$ cat config.mk
export PLATFORM = sky130hd
export DESIGN_NAME = pong_ball_engine
export DESIGN_NICKNAME = d
export VERILOG_FILES = /design/src/rtl/pong_ball_engine.sv
export SDC_FILE = /design/constraint.sdc
export NUM_CORES = 1
export LEC_CHECK = 0
export CORE_MARGIN = 5
export CORE_UTILIZATION = 30
export CTS_BUF_LIST = sky130_fd_sc_hd__clkbuf_4 sky130_fd_sc_hd__clkbuf_8
export DETAILED_ROUTE_END_ITERATION = 16
export GPL_TIMING_DRIVEN = 1
export PLACE_DENSITY = 0.51
export SLEW_MARGIN = 20
export SYNTH_ARGS = -nofsm -noshare
export SYNTH_HDL_FRONTEND = slang
export SYNTH_SLANG_ARGS = --single-unit
export TNS_END_PERCENT = 20
$ cat constraint.sdc
create_clock -name clock -period 6.8 [get_ports clock]
set_input_delay 1.36 -clock clock [delete_from_list [all_inputs] [get_ports clock]]
set_output_delay 1.36 -clock clock [all_outputs]
set_load 0.01 [all_outputs]
$ cat src/rtl/pong_ball_engine.sv
// Pong ball engine: serve/play/score FSM advanced once per frame, plus a ball/paddle/centre-line pixel renderer.
// Latency: rgb, hsync_out, vsync_out and activevideo_out are one clock behind x/y/syncs; game state moves one clock after vsync falls.
// Backpressure: none; the pixel stream is consumed every clock and the game logic never stalls it.
//
// Ports:
//   clock, reset                  sole clock; synchronous active-high reset
//   x, y, activevideo, hsync,     pixel position and timing from the sync generator
//   vsync                         (syncs active-low)
//   paddle_l_y, paddle_r_y        paddle top rows, sampled on each frame tick
//   rgb                           {R,G,B} 4 bits each, registered
//   hsync_out, vsync_out,         timing inputs delayed one clock to line up with rgb
//   activevideo_out
//   score_l, score_r              BCD scores, saturating at 9
module pong_ball_engine #(
    parameter int BALL_SIZE    = 8,
    parameter int PADDLE_H     = 64,
    parameter int SPEED        = 2,
    parameter int SERVE_FRAMES = 60
) (
    input  logic        clock,
    input  logic        reset,
    input  logic [9:0]  x,
    input  logic [9:0]  y,
    input  logic        activevideo,
    input  logic        hsync,
    input  logic        vsync,
    input  logic [9:0]  paddle_l_y,
    input  logic [9:0]  paddle_r_y,
    output logic [11:0] rgb,
    output logic        hsync_out,
    output logic        vsync_out,
    output logic        activevideo_out,
    output logic [3:0]  score_l,
    output logic [3:0]  score_r
);

    localparam int CW = (SERVE_FRAMES > 1) ? $clog2(SERVE_FRAMES) : 1;
    localparam logic [CW-1:0] SERVE_LAST = CW'(SERVE_FRAMES - 1);

    // Ball geometry is kept in 11-bit signed so that "x - SPEED" style
    // look-ahead tests never wrap below zero.
    localparam logic signed [10:0] SPD     = 11'(SPEED);
    localparam logic signed [10:0] BSZ     = 11'(BALL_SIZE);
    localparam logic signed [10:0] PHS     = 11'(PADDLE_H);
    localparam logic signed [10:0] CEN_X   = 11'(320 - BALL_SIZE / 2);
    localparam logic signed [10:0] CEN_Y   = 11'(240 - BALL_SIZE / 2);
    localparam logic signed [10:0] FIELD_W = 11'sd640;
    localparam logic signed [10:0] FIELD_H = 11'sd480;
    localparam logic signed [10:0] L_FACE  = 11'sd24;   // first column right of left paddle
    localparam logic signed [10:0] R_FACE  = 11'sd616;  // first column of right paddle

    localparam logic [9:0]  PAD_MAX = 10'(480 - PADDLE_H);
    localparam logic [10:0] PHU     = 11'(PADDLE_H);

    localparam logic [11:0] RGB_BLACK  = 12'h000;
    localparam logic [11:0] RGB_BALL   = 12'hFFF;
    localparam logic [11:0] RGB_PADDLE = 12'h0F0;
    localparam logic [11:0] RGB_CENTRE = 12'h888;

    typedef enum logic [1:0] {
        SERVE  = 2'd0,
        PLAY   = 2'd1,
        SCORED = 2'd2
    } state_t;

    state_t             state, state_nxt;
    logic [CW-1:0]      serve_cnt, serve_cnt_nxt;
    logic signed [10:0] ball_x, ball_y, ball_x_nxt, ball_y_nxt;
    logic               dx_neg, dy_neg, dx_neg_nxt, dy_neg_nxt;
    logic [3:0]         score_l_nxt, score_r_nxt;

    logic               vsync_prev;
    logic               frame_tick;

    logic [9:0]         pad_l, pad_r;          // committed paddle tops used for drawing
    logic [9:0]         pad_l_smp, pad_r_smp;  // clamped paddle inputs
    logic signed [10:0] pl_top, pr_top;
    logic               rows_hit_l, rows_hit_r;

    logic signed [10:0] px, py;
    logic               on_ball, on_pad_l, on_pad_r, on_centre;
    logic [11:0]        rgb_nxt;

    // ------------------------------------------------------------------
    // Paddle clamping and row overlap against the current ball rows
    // ------------------------------------------------------------------
    assign pad_l_smp = (paddle_l_y > PAD_MAX) ? PAD_MAX : paddle_l_y;
    assign pad_r_smp = (paddle_r_y > PAD_MAX) ? PAD_MAX : paddle_r_y;
    assign pl_top    = $signed({1'b0, pad_l_smp});
    assign pr_top    = $signed({1'b0, pad_r_smp});

    // Half-open intervals [top, top+H) intersect iff each starts before the other ends.
    assign rows_hit_l = (ball_y < pl_top + PHS) && (pl_top < ball_y + BSZ);
    assign rows_hit_r = (ball_y < pr_top + PHS) && (pr_top < ball_y + BSZ);

    // ------------------------------------------------------------------
    // Next-state logic, evaluated every clock but committed only on frame_tick
    // ------------------------------------------------------------------
    always_comb begin
        state_nxt     = state;
        serve_cnt_nxt = serve_cnt;
        ball_x_nxt    = ball_x;
        ball_y_nxt    = ball_y;
        dx_neg_nxt    = dx_neg;
        dy_neg_nxt    = dy_neg;
        score_l_nxt   = score_l;
        score_r_nxt   = score_r;

        case (state)
            SERVE: begin
                ball_x_nxt = CEN_X;
                ball_y_nxt = CEN_Y;
                if (serve_cnt == SERVE_LAST) begin
                    serve_cnt_nxt = '0;
                    state_nxt     = PLAY;
                end else begin
                    serve_cnt_nxt = serve_cnt + 1'b1;
                end
            end

            PLAY: begin
                // Vertical axis: walls only.
                if (dy_neg) begin
                    if (ball_y < SPD) begin
                        ball_y_nxt = '0;
                        dy_neg_nxt = 1'b0;
                    end else begin
                        ball_y_nxt = ball_y - SPD;
                    end
                end else begin
                    if (ball_y + BSZ + SPD > FIELD_H) begin
                        ball_y_nxt = FIELD_H - BSZ;
                        dy_neg_nxt = 1'b1;
                    end else begin
                        ball_y_nxt = ball_y + SPD;
                    end
                end

                // Horizontal axis: miss beats paddle, paddle beats free motion.
                // On a miss the ball is left where it is; SCORED re-centres it.
                if (dx_neg) begin
                    if (ball_x < SPD) begin
                        score_r_nxt = (score_r < 4'd9) ? score_r + 4'd1 : score_r;
                        state_nxt   = SCORED;
                    end else if ((ball_x >= L_FACE) && (ball_x - SPD < L_FACE) && rows_hit_l) begin
                        ball_x_nxt = L_FACE;
                        dx_neg_nxt = 1'b0;
                    end else begin
                        ball_x_nxt = ball_x - SPD;
                    end
                end else begin
                    if (ball_x + BSZ + SPD > FIELD_W) begin
                        score_l_nxt = (score_l < 4'd9) ? score_l + 4'd1 : score_l;
                        state_nxt   = SCORED;
                    end else if ((ball_x + BSZ <= R_FACE) && (ball_x + BSZ + SPD > R_FACE) && rows_hit_r) begin
                        ball_x_nxt = R_FACE - BSZ;
                        dx_neg_nxt = 1'b1;
                    end else begin
                        ball_x_nxt = ball_x + SPD;
                    end
                end
            end

            SCORED: begin
                // A miss can only happen while travelling toward the side that
                // missed, so keeping dx already serves toward that player.
                state_nxt  = SERVE;
                dx_neg_nxt = dx_neg;
                ball_x_nxt = CEN_X;
                ball_y_nxt = CEN_Y;
            end

            default: begin
                state_nxt = SERVE;
            end
        endcase
    end

    // ------------------------------------------------------------------
    // Frame tick, game state and paddle registers
    // ------------------------------------------------------------------
    always_ff @(posedge clock) begin
        if (reset) begin
            vsync_prev <= 1'b1;
            frame_tick <= 1'b0;
            state      <= SERVE;
            serve_cnt  <= '0;
            ball_x     <= CEN_X;
            ball_y     <= CEN_Y;
            dx_neg     <= 1'b0;
            dy_neg     <= 1'b0;
            score_l    <= 4'd0;
            score_r    <= 4'd0;
            pad_l      <= 10'd0;
            pad_r      <= 10'd0;
        end else begin
            vsync_prev <= vsync;
            frame_tick <= vsync_prev & ~vsync;
            if (frame_tick) begin
                state     <= state_nxt;
                serve_cnt <= serve_cnt_nxt;
                ball_x    <= ball_x_nxt;
                ball_y    <= ball_y_nxt;
                dx_neg    <= dx_neg_nxt;
                dy_neg    <= dy_neg_nxt;
                score_l   <= score_l_nxt;
                score_r   <= score_r_nxt;
                pad_l     <= pad_l_smp;
                pad_r     <= pad_r_smp;
            end
        end
    end

    // ------------------------------------------------------------------
    // Pixel renderer; reads only registers committed at the last tick
    // ------------------------------------------------------------------
    assign px = $signed({1'b0, x});
    assign py = $signed({1'b0, y});

    assign on_ball   = (px >= ball_x) && (px < ball_x + BSZ) &&
                       (py >= ball_y) && (py < ball_y + BSZ);
    assign on_pad_l  = (x >= 10'd16) && (x <= 10'd23) &&
                       (y >= pad_l) && ({1'b0, y} < {1'b0, pad_l} + PHU);
    assign on_pad_r  = (x >= 10'd616) && (x <= 10'd623) &&
                       (y >= pad_r) && ({1'b0, y} < {1'b0, pad_r} + PHU);
    assign on_centre = ((x == 10'd318) || (x == 10'd319)) && !y[3];

    always_comb begin
        rgb_nxt = RGB_BLACK;
        if (!activevideo) begin
            rgb_nxt = RGB_BLACK;
        end else if (on_ball) begin
            rgb_nxt = RGB_BALL;
        end else if (on_pad_l || on_pad_r) begin
            rgb_nxt = RGB_PADDLE;
        end else if (on_centre) begin
            rgb_nxt = RGB_CENTRE;
        end
    end

    always_ff @(posedge clock) begin
        if (reset) begin
            rgb             <= RGB_BLACK;
            hsync_out       <= 1'b1;
            vsync_out       <= 1'b1;
            activevideo_out <= 1'b0;
        end else begin
            rgb             <= rgb_nxt;
            hsync_out       <= hsync;
            vsync_out       <= vsync;
            activevideo_out <= activevideo;
        end
    end

endmodule

### Word-level counts from Yosys, hierarchy flattened

Cells that the tools add are included.

* bits in latches: 0
* memories kept: 0
* output and inout bits: 23
* RAM bits: 0
* input bits: 45
* bits in read-only memories: 0
* register bits: 76

* add/sub/neg operators: 15
* div/mod/pow operators: 0
* bitwise operators: 4
* reduce and logical (&&, ||, !) cells: 30
* multipliers: 0
* shifts and indexed selects: 0
* $lt $le $gt $ge: 28
* equal/unequal tests: 10
* muxes and demuxes: 29

Operator list (number)
* $mux 11: 8
* $lt 11x11->1: 6
* $add 10x7->11 const B: 4
* $add 11x3->11 const B: 4
* $pmux 11 s2: 2
* $mux 12: 3
* $add 11x5->11 const B: 2
* $ge 11x11->1: 2
* $gt 11x11->1 const B: 2
* $lt 10x11->1: 2
* $lt 11x3->1 const B: 2
* $sub 11x3->11 const B: 2
* $eq 10x9->1 const B: 2
* $ge 10x10->1: 2
* $gt 10x9->1 const B: 2
* $mux 10: 2
* $logic_and 1x1->1: 16
* $ne 3x3->1 const B: 4
* $ge 11x6->1 const B: 1
* $gt 11x10->1 const B: 1
* $le 11x11->1 const B: 1
* $lt 11x6->1 const B: 1
* $ge 10x10->1 const B: 1
* $ge 10x5->1 const B: 1
* other kinds (23): 43

### Longest topological paths before layout

Gate-level depths: netlist of run 1.

* depth after elaboration: 10
* depth in mapped cells: 15
* mapped depth without buffers: 15

### Least setup slack after synthesis of run 1

No wires, ideal clock.

* path type: in2reg
* start: input port paddle_r_y[6]
* end: register ball_x[3]
* data arrival time: 4.336 ns
* slack: 2.342 ns
* stages: 14
* cell sequence: o211ai_1 and3_1 ha_1 xor2_1 ha_1 a21o_1 a21oi_1 nand3b_1 a211oi_2 or4b_4 a311oi_4 or2b_1 a32oi_1 a221o_1

* word-level cells in the longest chain between the ends: 10

RTL lines
* from (decl): line 28 `input logic [9:0] paddle_r_y,`
* $gt 10x9->1: line 88 `assign pad_r_smp = (paddle_r_y > PAD_MAX) ? PAD_MAX : paddle_r_y;`
* $mux 10 (*): line 88
* net pad_r_smp[6]: line 76 `logic [9:0] pad_l_smp, pad_r_smp;`
* $add 10x7->11: line 94 `assign rows_hit_r = (ball_y < pr_top + PHS) && (pr_top < ball_y + BSZ);`
* $lt 11x11->1: line 94
* $logic_and 1x1->1 (*): line 94
* $logic_and 1x1->1 (*): line 155 `end else if ((ball_x + BSZ <= R_FACE) && (ball_x + BSZ + SPD > R_FACE) && rows_hit_r) begin`
* $mux 11 (*): line 155
* $mux 11 (*): line 152 `if (ball_x + BSZ + SPD > FIELD_W) begin`
* $mux 11 (*): line 141 `if (dx_neg) begin`
* $pmux 11 s2 (*): line 109 `case (state)`
* to (signal assigned): line 202 `ball_x <= ball_x_nxt;`
* to (decl): line 68 `logic signed [10:0] ball_x, ball_y, ball_x_nxt, ball_y_nxt;`

Mark *: on every way through the listed nets, which the timed path passes. The rest lies on a longest branch. The select of a mux whose other input is x is not followed.
A chain may end at the register's enable or synchronous reset.

### Worst setup path in the final report of run 1

* start: input port paddle_l_y[6]
* end: register ball_x[7]

* word-level cells in the longest chain between the ends: 10

RTL lines
* from (decl): line 27 `input logic [9:0] paddle_l_y,`
* $gt 10x9->1: line 87 `assign pad_l_smp = (paddle_l_y > PAD_MAX) ? PAD_MAX : paddle_l_y;`
* $mux 10 (*): line 87
* $add 10x7->11: line 93 `assign rows_hit_l = (ball_y < pl_top + PHS) && (pl_top < ball_y + BSZ);`
* $lt 11x11->1: line 93
* $logic_and 1x1->1 (*): line 93
* $logic_and 1x1->1 (*): line 145 `end else if ((ball_x >= L_FACE) && (ball_x - SPD < L_FACE) && rows_hit_l) begin`
* $mux 11 (*): line 145
* $mux 11 (*): line 142 `if (ball_x < SPD) begin`
* $mux 11 (*): line 141
* $pmux 11 s2 (*): line 109

Every way passes the cells marked *; elsewhere a longest branch is shown, timed or not. The select of a mux whose other input is x is not followed.

==> metrics, run 1 <==
CP cell instances clkdlybuf4s50_1 -> nor2b_1 -> and2_1 -> a21oi_1 -> ha_1 -> a21o_1 -> a2111oi_0 -> o221ai_1 -> and3_1 -> nor4_2 -> nand2b_1 -> nor3_1 -> o31ai_1 -> o21ai_0; vias in the first global route 6319; Tot Pwr 0.895 mW; cts hold-fix bufs 0; Required @ worst endpoint 7.05 ns; largest net degree at the start of global routing 43; GRT Overall Usage 16.0%; crit path kind input pin to register; DRC viols 0; Pins Over Slew Limit 0; via count 6561; Die Wd 162 µm; post-route clock skew 0.0130 ns; post_cts resized 0; Post-synth EDFFs 0; routed len/inst 16.7 µm; Clock Latency Late Sink 0.38 ns; slowest cell on the critical path a2111oi_0; drt first pass iters 4; CTS tree yes; PD cells 111 mW/mm²; Final Non-Filler Cells 1259; CTS sink count 66; fin nets 1103; Post-CTS Setup Inserts 0; RSZ-0062 raised after global routing false; cell count after placement 1243; Hold Path Class register to register; Worst path max stage delay 0.57 ns; Lkg Pwr 3.20 nW; Die H 162 µm; CTS Buf Count 9; Core ar. 0.0228 mm²; proportion of layout cells with a drive suffix above 1 4.23%; Synth async-reset ratio 0%; die area 0.0264 mm²; Period Utilization, post-route 76.2%; DR iter-0 viols 491; max-cap violation count 0; number of diodes 0; slew at the pin closest to its max-slew limit 0.859 ns; status complete, no violations; FP Rows 55; Synth top area share 21.0%; setup TNS 0 ns; Layout area overhead 15.3%; worst slack, placed 1.27 ns; Max Clk Rate 193 MHz; synth warn 0; first-pass GRT wire length 34.3 mm; startpoint types input pin; R2R depth 11; Crit Path Max Fanout 7; cell count after synthesis 898; Clock Pin Slew Worst Setup and Hold Paths 0.08 ns; Syn Area/Cell 7.76 µm²; area leader, netlist ha_1; Final Hold Fails 0; element type at the critical path end register; total congestion overflow 0; Seq cells post-synth 66; root buf cell clkbuf_8; final WL 21.1 mm; initial antenna violation count 0; Synth area leaders ha_1 (21%), dfxtp_1 (19%), inv_1 (4.1%); ANT nets after route 0; H-tree levels 3; Final GP Congestion 0.849; Clock Path Buffers 2; Vias/cell 5.21; Boundary Pins 68; post-synthesis sequential area ratio 18.9%; Cell Area, Synth 0.00697 mm²; CP arrival 5.43 ns; Post-Route Utilization 35.3%; ys flop type dfxtp_1; setup ws final 1.62 ns; hold depth 2; IO Port Bufs 66; VDD IR max 0.0582 mV; final setup vio count 0; initial core utilization 30.6%; DPL Wire Length 16.1 mm; max_slew headroom 42.7%; synth unique cells 77; Final Critical Period 5.18 ns
-- metal layers --
metal	vias to the layer above	share of wire (%)	global-route usage, %
met5	-	0	0
met4	0	0.96	3.31
met3	13	4.4	2.35
met2	143	44	25.5
met1	3056	51	23.1
li1	3349	-	-
-- Yosys cell counts, types with 9 or more instances --
| master | count |
|---|---|
| ha_1 | 117 |
| inv_1 | 77 |
| nor2_1 | 74 |
| nand2_1 | 69 |
| dfxtp_1 | 66 |
| a21oi_1 | 49 |
| o21ai_0 | 47 |
| nor3_1 | 35 |
| xnor2_1 | 33 |
| nand3_1 | 26 |
| clkbuf_1 | 22 |
| a31oi_1 | 19 |
| o21a_1 | 19 |
| a21o_1 | 14 |
| nand4_1 | 13 |
| nor4_1 | 13 |
| mux2i_1 | 12 |
| nand2b_1 | 12 |
| or3_1 | 11 |
| buf_4 | 10 |
| xor2_1 | 10 |
| o211ai_1 | 9 |
-- flip-flops by register name, indices dropped and copies added, names as in the netlist, 2 cells and up --
register and cells:
rgb 4, serve_cnt 6, score_l 4, ball_y 10
ball_x 10, score_r 4, pad_r 10, state 2
pad_l 10
-- layout by cell type, fill, tap and decap left out, types with 6 or more instances in the layout --
cell type / synthesis / final
mux2i_1: 12 / 12
xnor2_1: 33 / 33
o21ai_0: 47 / 47
and2_1: 7 / 7
nor2_1: 74 / 74
nor2b_1: 7 / 7
nand4b_1: 6 / 6
conb_1: 2 / 6
o211ai_1: 9 / 9
xor2_1: 10 / 10
a21o_1: 14 / 14
a211oi_1: 8 / 8
o21a_1: 19 / 19
nand4_1: 13 / 13
a31oi_1: 19 / 19
nand2_1: 69 / 69
nand2b_1: 12 / 12
a2111oi_0: 6 / 6
or2_2: 6 / 6
nand3_1: 26 / 26
a21oi_1: 49 / 49
nor4_1: 13 / 13
inv_1: 77 / 77
dfxtp_1: 66 / 66
ha_1: 117 / 117
clkbuf_8: 0 / 10
nor3_1: 35 / 35
or3_1: 11 / 11
clkdlybuf4s50_1: 0 / 65
-- cells by family (layout without fill, tap and decap cells) --
kind of cell / after synthesis / in the layout / share of synthesized area, %
AND/OR/NAND/NOR: 306 / 306 / 22.6
multiplexers: 12 / 12 / 1.72
adder cells (fa/ha/maj): 118 / 118 / 21.1
other: 2 / 6 / 0.108
XOR/XNOR: 43 / 43 / 5.40
buffers and inverters: 120 / 164 / 7.23
AO/OA/AOI/OAI: 231 / 231 / 22.9
flip-flops: 66 / 66 / 18.9
-- power breakdown --
part           switching (mW)  internal (mW)  leakage [nW]
combinational          0.0890         0.0759          2.58
clock                   0.187          0.145        0.0855
sequential            0.00489          0.392         0.535
total                   0.281          0.614          3.20
-- worst max-delay path, delay by kind of cell --
family / cells / cell delay (ns)
AND/OR/NAND/NOR: 6 / 1.79
AO/OA/AOI/OAI: 6 / 1.44
buffers and inverters: 1 / 0.53
adder cells (fa/ha/maj): 1 / 0.30
-- stage by stage --
step | cell area [µm²] | hold slack (ns)
after detailed placement | 7850 | 0.429
after global placement | 7850 | 0.422
after global routing | 8040 | 0.468
after floorplan | 6990 | 0.440
final | 8040 | 0.435
after CTS | 8040 | 0.443
-- layout make-up --
class / instances / area, µm²
Clock buffer: 10 / 138
Clock inverter: 6 / 48.8
Fill cell: 2451 / 14700
Inverter: 79 / 297
Multi-Input combinational cell: 716 / 5160
Sequential cell: 66 / 1320
Tap cell: 313 / 392
Timing Repair Buffer: 69 / 678
-- worst paths after layout --
kind	startpoint	to	slack [ns]
setup / recovery	paddle_l_y[6]	ball_x[7]	1.62
hold / removal	vsync_out	frame_tick	0.43
setup reg to reg	ball_y[6]	ball_x[3]	2.48
hold reg to reg	vsync_out	frame_tick	0.43
(Power assumes the default switching activity.)
==> run 2, diff against run 1 <==
==> constraint.sdc (replaced) <==
create_clock -name clock -period 4.9 [get_ports clock]
set_input_delay 0.98 -clock clock [delete_from_list [all_inputs] [get_ports clock]]
set_output_delay 0.98 -clock clock [all_outputs]
set_load 0.01 [all_outputs]
==> run 2 against run 1 <==
  * Worst setup slack worse by 1.1 ns
  * Clock-buffer cell count is the same
  * Sequential share of layout area fell by 0.34 points
  * Combinational power grew 41%
  * Wire length rose by 0.69%
  * Largest cell class unchanged
  * Die area is the same
  * Non-clock buffer count up 14
  * Flip-flop and latch count stayed put
  * Register-to-register slack got worse by 1.4 ns
  * Cell area is 2.1% higher
  * Global-route usage hardly changed
  * Critical endpoint unchanged
==> metrics, run 2 (synthesized netlist as in run 1, its figures left out) <==
status complete, no violations (unchanged); Boundary Pins 68 (unchanged); R2R Setup Slk 1.06 ns (was 2.48 ns); DRC viols 0 (unchanged); CTS sink count 66 (unchanged); crit path to ball_x[7] (unchanged); post-route clock skew 0.0233 ns (was 0.0130 ns); CP arrival 4.64 ns (was 5.43 ns); Crit path depth 16 (was 14); CP startpoint paddle_r_y[6] (was paddle_l_y[6]); worst flop-to-flop path startpoint ball_y[3] (was ball_y[6]); vias in the first global route 6262 (was 6319); final WL 21.2 mm (was 21.1 mm); Period Utilization, post-route 89.4%; total congestion overflow 0 (unchanged); Die H 162 µm (unchanged); most common cell after layout, fill and taps aside ha_1 (unchanged); r2r endpoint ball_x[7] (was ball_x[3]); setup TNS 0 ns (unchanged); cts hold-fix bufs 0 (unchanged); initial core utilization 30.6% (unchanged); IO Port Bufs 66 (unchanged); most frequent cells in the layout ha_1 (117), inv_1 (77), nor2_1 (74) (unchanged); number of diodes 0 (unchanged); CTS Buf Count 9 (unchanged); VDD IR max 0.113 mV (was 0.0582 mV); most frequent cell on the critical path ha_1; Vias/cell 5.22 (was 5.21); max_slew headroom 54.5% (was 42.7%); Hold Path Class register to register (unchanged); Final Hold Fails 0 (unchanged); DPL Wire Length 16.5 mm (was 16.1 mm); Crit Path Max Fanout 6 (was 7); startpoint types input pin (unchanged); FILL cells 2415 (was 2451); routed len/inst 16.7 µm (about the same); via count 6645 (was 6561); Lkg Pwr 3.31 nW (was 3.20 nW); CTS tree yes (unchanged); Final GP Congestion 0.852 (was 0.849); FP Rows 55 (unchanged); CP cell instances clkdlybuf4s50_1 -> o211ai_1 -> and3_1 -> ha_1 -> xor2_1 -> ha_1 -> a21o_1 -> a21oi_1 -> nand3b_1 -> a211oi_2 -> or4b_4 -> a311oi_4 -> buf_4 -> nor3_1 -> o31ai_1 -> o21ai_0 (was clkdlybuf4s50_1 -> nor2b_1 -> and2_1 -> a21oi_1 -> ha_1 -> a21o_1 -> a2111oi_0 -> o221ai_1 -> and3_1 -> nor4_2 -> nand2b_1 -> nor3_1 -> o31ai_1 -> o21ai_0); slew at the pin closest to its max-slew limit 0.665 ns (was 0.859 ns); GRT Overall Usage 16.0% (about the same); final setup vio count 0 (unchanged); H-tree levels 3 (unchanged); R2R depth 13 (was 11); Clock Latency Late Sink 0.37 ns (was 0.38 ns); Pins Over Slew Limit 0 (unchanged); element type at the critical path end register (unchanged); Worst path max stage delay 0.50 ns (was 0.57 ns); proportion of layout cells with a drive suffix above 1 5.63% (was 4.23%); PD cells 171 mW/mm² (was 111 mW/mm²); Required @ worst endpoint 5.16 ns (was 7.05 ns); largest net degree at the start of global routing 44 (was 43); post_cts resized 0 (unchanged); RSZ-0062 raised after global routing false (unchanged); first-pass GRT wire length 34.0 mm (was 34.3 mm); slowest cell on the critical path clkdlybuf4s50_1 (was a2111oi_0); Layout area overhead 17.7% (was 15.3%); drt first pass iters 5 (was 4); family with the most delay on the worst path compound AO/OA/AOI/OAI gates (was simple AND/OR/NAND/NOR gates); Final Critical Period 4.38 ns; Tot Pwr 1.40 mW (was 0.895 mW); Clock Path Buffers 2 (unchanged); root buf cell clkbuf_8 (unchanged); DR iter-0 viols 561 (was 491); Post-CTS Setup Inserts 0 (unchanged); ANT nets after route 0 (unchanged); crit path kind input pin to register (unchanged); fin nets 1117 (was 1103); initial antenna violation count 0 (unchanged); Max Clk Rate 228 MHz; Die Wd 162 µm (unchanged); Clock Pin Slew Worst Setup and Hold Paths 0.09 ns (was 0.08 ns); die area 0.0264 mm² (unchanged); Core ar. 0.0228 mm² (unchanged); Buf/Inv on CP 2 (was 1); max-cap violation count 0 (unchanged)
run 2: layout make-up:
| type | instances | area (µm²) | share of cell area [%] |
|---|---|---|---|
| Sequential cell | 66 | 1320 | 16.1 |
| Inverter | 79 | 297 | 3.61 |
| Clock inverter | 6 | 113 | 1.37 |
| Tap cell | 313 | 392 | 4.77 |
| Timing Repair Buffer | 83 | 783 | 9.55 |
| Clock buffer | 10 | 138 | 1.68 |
| Multi-Input combinational cell | 716 | 5160 | 62.9 |
run 2: per-layer routing:
layer	global-route usage [%]	part of all wire, %	vias up
met4	3.84	1.4	0
met3	2.71	4.9	19
met1	22.8	49	3093
met5	0	0	-
met2	25.2	44	160
li1	-	-	3373
run 2: worst min-delay path: stages, from the launching register on:
cell and delay [ns]:
dfxtp_1 0.31, inv_1 0.05, nor2_1 0.03
run 2: report_power, final:
| group | switching [mW] | internal, mW | total (mW) |
|---|---|---|---|
| clock network | 0.261 | 0.354 | 0.615 |
| registers | 0.00677 | 0.545 | 0.551 |
| logic | 0.125 | 0.108 | 0.233 |
run 2: how the worst min path moves through the flow:
stage / from / to / slack (ns) / cells past startpoint
2_1_floorplan: pad_r[0] / pad_r[0] / 0.44 / 2
3_3_place_gp: vsync_out / frame_tick / 0.42 / 2
3_5_place_dp: vsync_out / frame_tick / 0.42 / 2
4_1_cts: vsync_out / frame_tick / 0.44 / 2
5_1_grt: vsync_out / frame_tick / 0.47 / 2
6_report: vsync_out / frame_tick / 0.43 / 2
run 2: metrics by stage:
stage / cell area [µm²] / setup WS (ns) / instances / util (%) / hold slack, ns
finish: 8210 / 0.519 / 1273 / 36.0 / 0.430
global route: 8210 / 0.231 / 1273 / 36.0 / 0.465
CTS: 8210 / 0.555 / 1273 / 36.0 / 0.439
detailed placement: 7960 / 0.155 / 1257 / 34.9 / 0.425
global placement: 7960 / 0.132 / 1257 / 34.9 / 0.420
floorplan: 6990 / 0.822 / 902 / - / 0.440
==> run 3, diff against run 2 <==
--- a/config.mk
+++ b/config.mk
@@ -11,6 +11,7 @@
 export DETAILED_ROUTE_END_ITERATION = 16
 export GPL_TIMING_DRIVEN = 1
 export PLACE_DENSITY = 0.51
+export RECOVER_POWER = 50
 export SLEW_MARGIN = 20
 export SYNTH_ARGS = -nofsm -noshare
 export SYNTH_HDL_FRONTEND = slang
==> run 3 against run 2 <==
  * The run now ends with capacitance limit, slew limit left
  * First-iteration DRC count shrank 4.3%
  * Clock-buffer cell count did not move
  * Clock power about the same
  * Sequential power about the same
  * Worst hold slack got worse by 0.0033 ns
  * Combinational power is essentially flat
  * Clock skew about the same
  * Via count barely moved
  * Non-clock buffer count unchanged
  * Flip-flop and latch count stayed put
  * Register-to-register slack about the same
  * Cell area barely moved
  * Highest routed layer unchanged
==> metrics, run 3 (synthesized netlist as in run 1, its figures left out) <==
status complete, but fails checks (was complete, no violations); violated checks capacitance limit, slew limit; Crit Path Max Fanout 6 (unchanged); largest net degree at the start of global routing 44 (unchanged); initial antenna violation count 0 (unchanged); post-route clock skew 0.0231 ns (was 0.0233 ns); Max Clk Rate 228 MHz (about the same); most frequent cell on the critical path a21oi_1 (was ha_1); CP startpoint paddle_r_y[6] (unchanged); vias in the first global route 6262 (unchanged); Vias/cell 5.22 (about the same); Layout area overhead 17.6% (was 17.7%); r2r endpoint ball_x[7] (unchanged); Post-Route Utilization 36.0% (about the same); slowest cell on the critical path or4b_4 (was clkdlybuf4s50_1); Worst path max stage delay 0.55 ns (was 0.50 ns); family with the most delay on the worst path compound AO/OA/AOI/OAI gates (unchanged); Core ar. 0.0228 mm² (unchanged); CP arrival 4.64 ns (about the same); ANT nets after route 0 (unchanged); hold depth 2 (unchanged); most frequent cells in the layout ha_1 (117), inv_1 (77), nor2_1 (74) (unchanged); WHS Endpoint frame_tick (unchanged); slew at the pin closest to its max-slew limit 2.08 ns (was 0.665 ns); number of diodes 0 (unchanged); RSZ-0062 raised after global routing false (unchanged); post_cts resized 0 (unchanged); Clock Latency Late Sink 0.37 ns (about the same); element type at the critical path end register (unchanged); routed len/inst 16.7 µm (about the same); final setup vio count 0 (unchanged); initial core utilization 30.6% (unchanged); Buf/Inv on CP 2 (unchanged); most common cell after layout, fill and taps aside ha_1 (unchanged); R2R depth 14 (was 13); Boundary Pins 68 (unchanged); drt first pass iters 5 (unchanged); max-cap violation count 1 (was 0); HP Start vsync_out (unchanged); FP Rows 55 (unchanged); CTS tree yes (unchanged); final hold slack 0.427 ns (was 0.430 ns); root buf cell clkbuf_8 (unchanged); worst flop-to-flop path startpoint ball_y[3] (unchanged); H-tree levels 3 (unchanged); CTS Buf Count 9 (unchanged); CTS sink count 66 (unchanged); CP cell instances clkdlybuf4s50_1 -> o211ai_1 -> and2_1 -> a21oi_1 -> nor2_1 -> ha_1 -> and4_1 -> a221oi_1 -> a21oi_1 -> or4b_4 -> a311oi_4 -> buf_4 -> nor3_1 -> o31ai_1 -> o21ai_0 (was clkdlybuf4s50_1 -> o211ai_1 -> and3_1 -> ha_1 -> xor2_1 -> ha_1 -> a21o_1 -> a21oi_1 -> nand3b_1 -> a211oi_2 -> or4b_4 -> a311oi_4 -> buf_4 -> nor3_1 -> o31ai_1 -> o21ai_0); setup TNS 0 ns (unchanged); final WL 21.2 mm (about the same); startpoint types input pin (unchanged); setup ws final 0.522 ns (was 0.519 ns); crit path kind input pin to register (unchanged); Final GP Congestion 0.852 (unchanged); cts hold-fix bufs 0 (unchanged); Hold Path Class register to register (unchanged); Die H 162 µm (unchanged); via count 6640 (was 6645); Final Hold Fails 0 (unchanged); PD cells 170 mW/mm² (was 171 mW/mm²); IO Port Bufs 66 (unchanged); Final Critical Period 4.38 ns (about the same); total congestion overflow 0 (unchanged); R2R Setup Slk 1.06 ns (about the same); Required @ worst endpoint 5.16 ns (about the same); Period Utilization, post-route 89.3% (was 89.4%); Clock Path Buffers 2 (unchanged); Pins Over Slew Limit 44 (was 0); first-pass GRT wire length 34.0 mm (unchanged); Clock Pin Slew Worst Setup and Hold Paths 0.09 ns (about the same); Post-CTS Setup Inserts 0 (unchanged); DPL Wire Length 16.5 mm (unchanged); die area 0.0264 mm² (unchanged); max_slew headroom -38.8% (was 54.5%); DR iter-0 viols 537 (was 561); GRT Overall Usage 16.0% (unchanged); proportion of layout cells with a drive suffix above 1 5.42% (was 5.63%); VDD IR max 0.113 mV (about the same); Die Wd 162 µm (unchanged); DRC viols 0 (unchanged); fin nets 1117 (unchanged); Lkg Pwr 3.37 nW (was 3.31 nW); worst slack, placed 0.155 ns (unchanged)
## run 3: cell count changes in the layout (fill, tap and decap cells not counted), sizes merged
cell	previous run	this run
buf	18	16
clkbuf	10	12
clkdlybuf4s50	65	41
dlygate4sd3	0	24
## run 3: per-stage QoR
stage	instances	total power, mW	cell area, µm²
finish	1273	1.40	8200
detailed placement	1257	0.796	7960
global placement	1257	0.795	7960
floorplan	902	0.694	6990
CTS	1273	1.42	8210
global route	1273	1.47	8200
## run 3: metal layers
layer / part of all wire (%) / up-vias / track usage, %
li1: - / 3373 / -
met2: 44 / 164 / 25.2
met3: 4.8 / 19 / 2.71
met4: 1.4 / 0 / 3.84
met5: 0 / - / 0
met1: 50 / 3084 / 22.8
## run 3: tightest hold or removal path, cell delays in order (launching register included)
cell and delay [ns]:
dfxtp_1 0.31, inv_1 0.05, nor2_1 0.03
## run 3: area by class of cell
type,count,area [µm²]
Clock buffer,10,138
Clock inverter,6,113
Fill cell,2417,14600
Inverter,79,297
Multi-Input combinational cell,716,5160
Sequential cell,66,1320
Tap cell,313,392
Timing Repair Buffer,83,778
## run 3: worst max-delay path by stage
| stage | slack [ns] | depth (start not counted) | to |
|---|---|---|---|
| after floorplan | 0.82 | 14 | ball_x[3] |
| after global placement | 0.13 | 16 | ball_x[7] |
| after detailed placement | 0.15 | 16 | ball_x[7] |
| after CTS | 0.55 | 16 | ball_x[7] |
| after global routing | 0.23 | 16 | ball_x[7] |
| final | 0.52 | 15 | ball_x[7] |
## run 3: power breakdown
group          switching (mW)  internal (mW)  total, mW  leakage [nW]
Sequential            0.00666          0.545      0.551         0.535
Combinational           0.124          0.107      0.231          2.71
Clock                   0.261          0.354      0.615         0.127
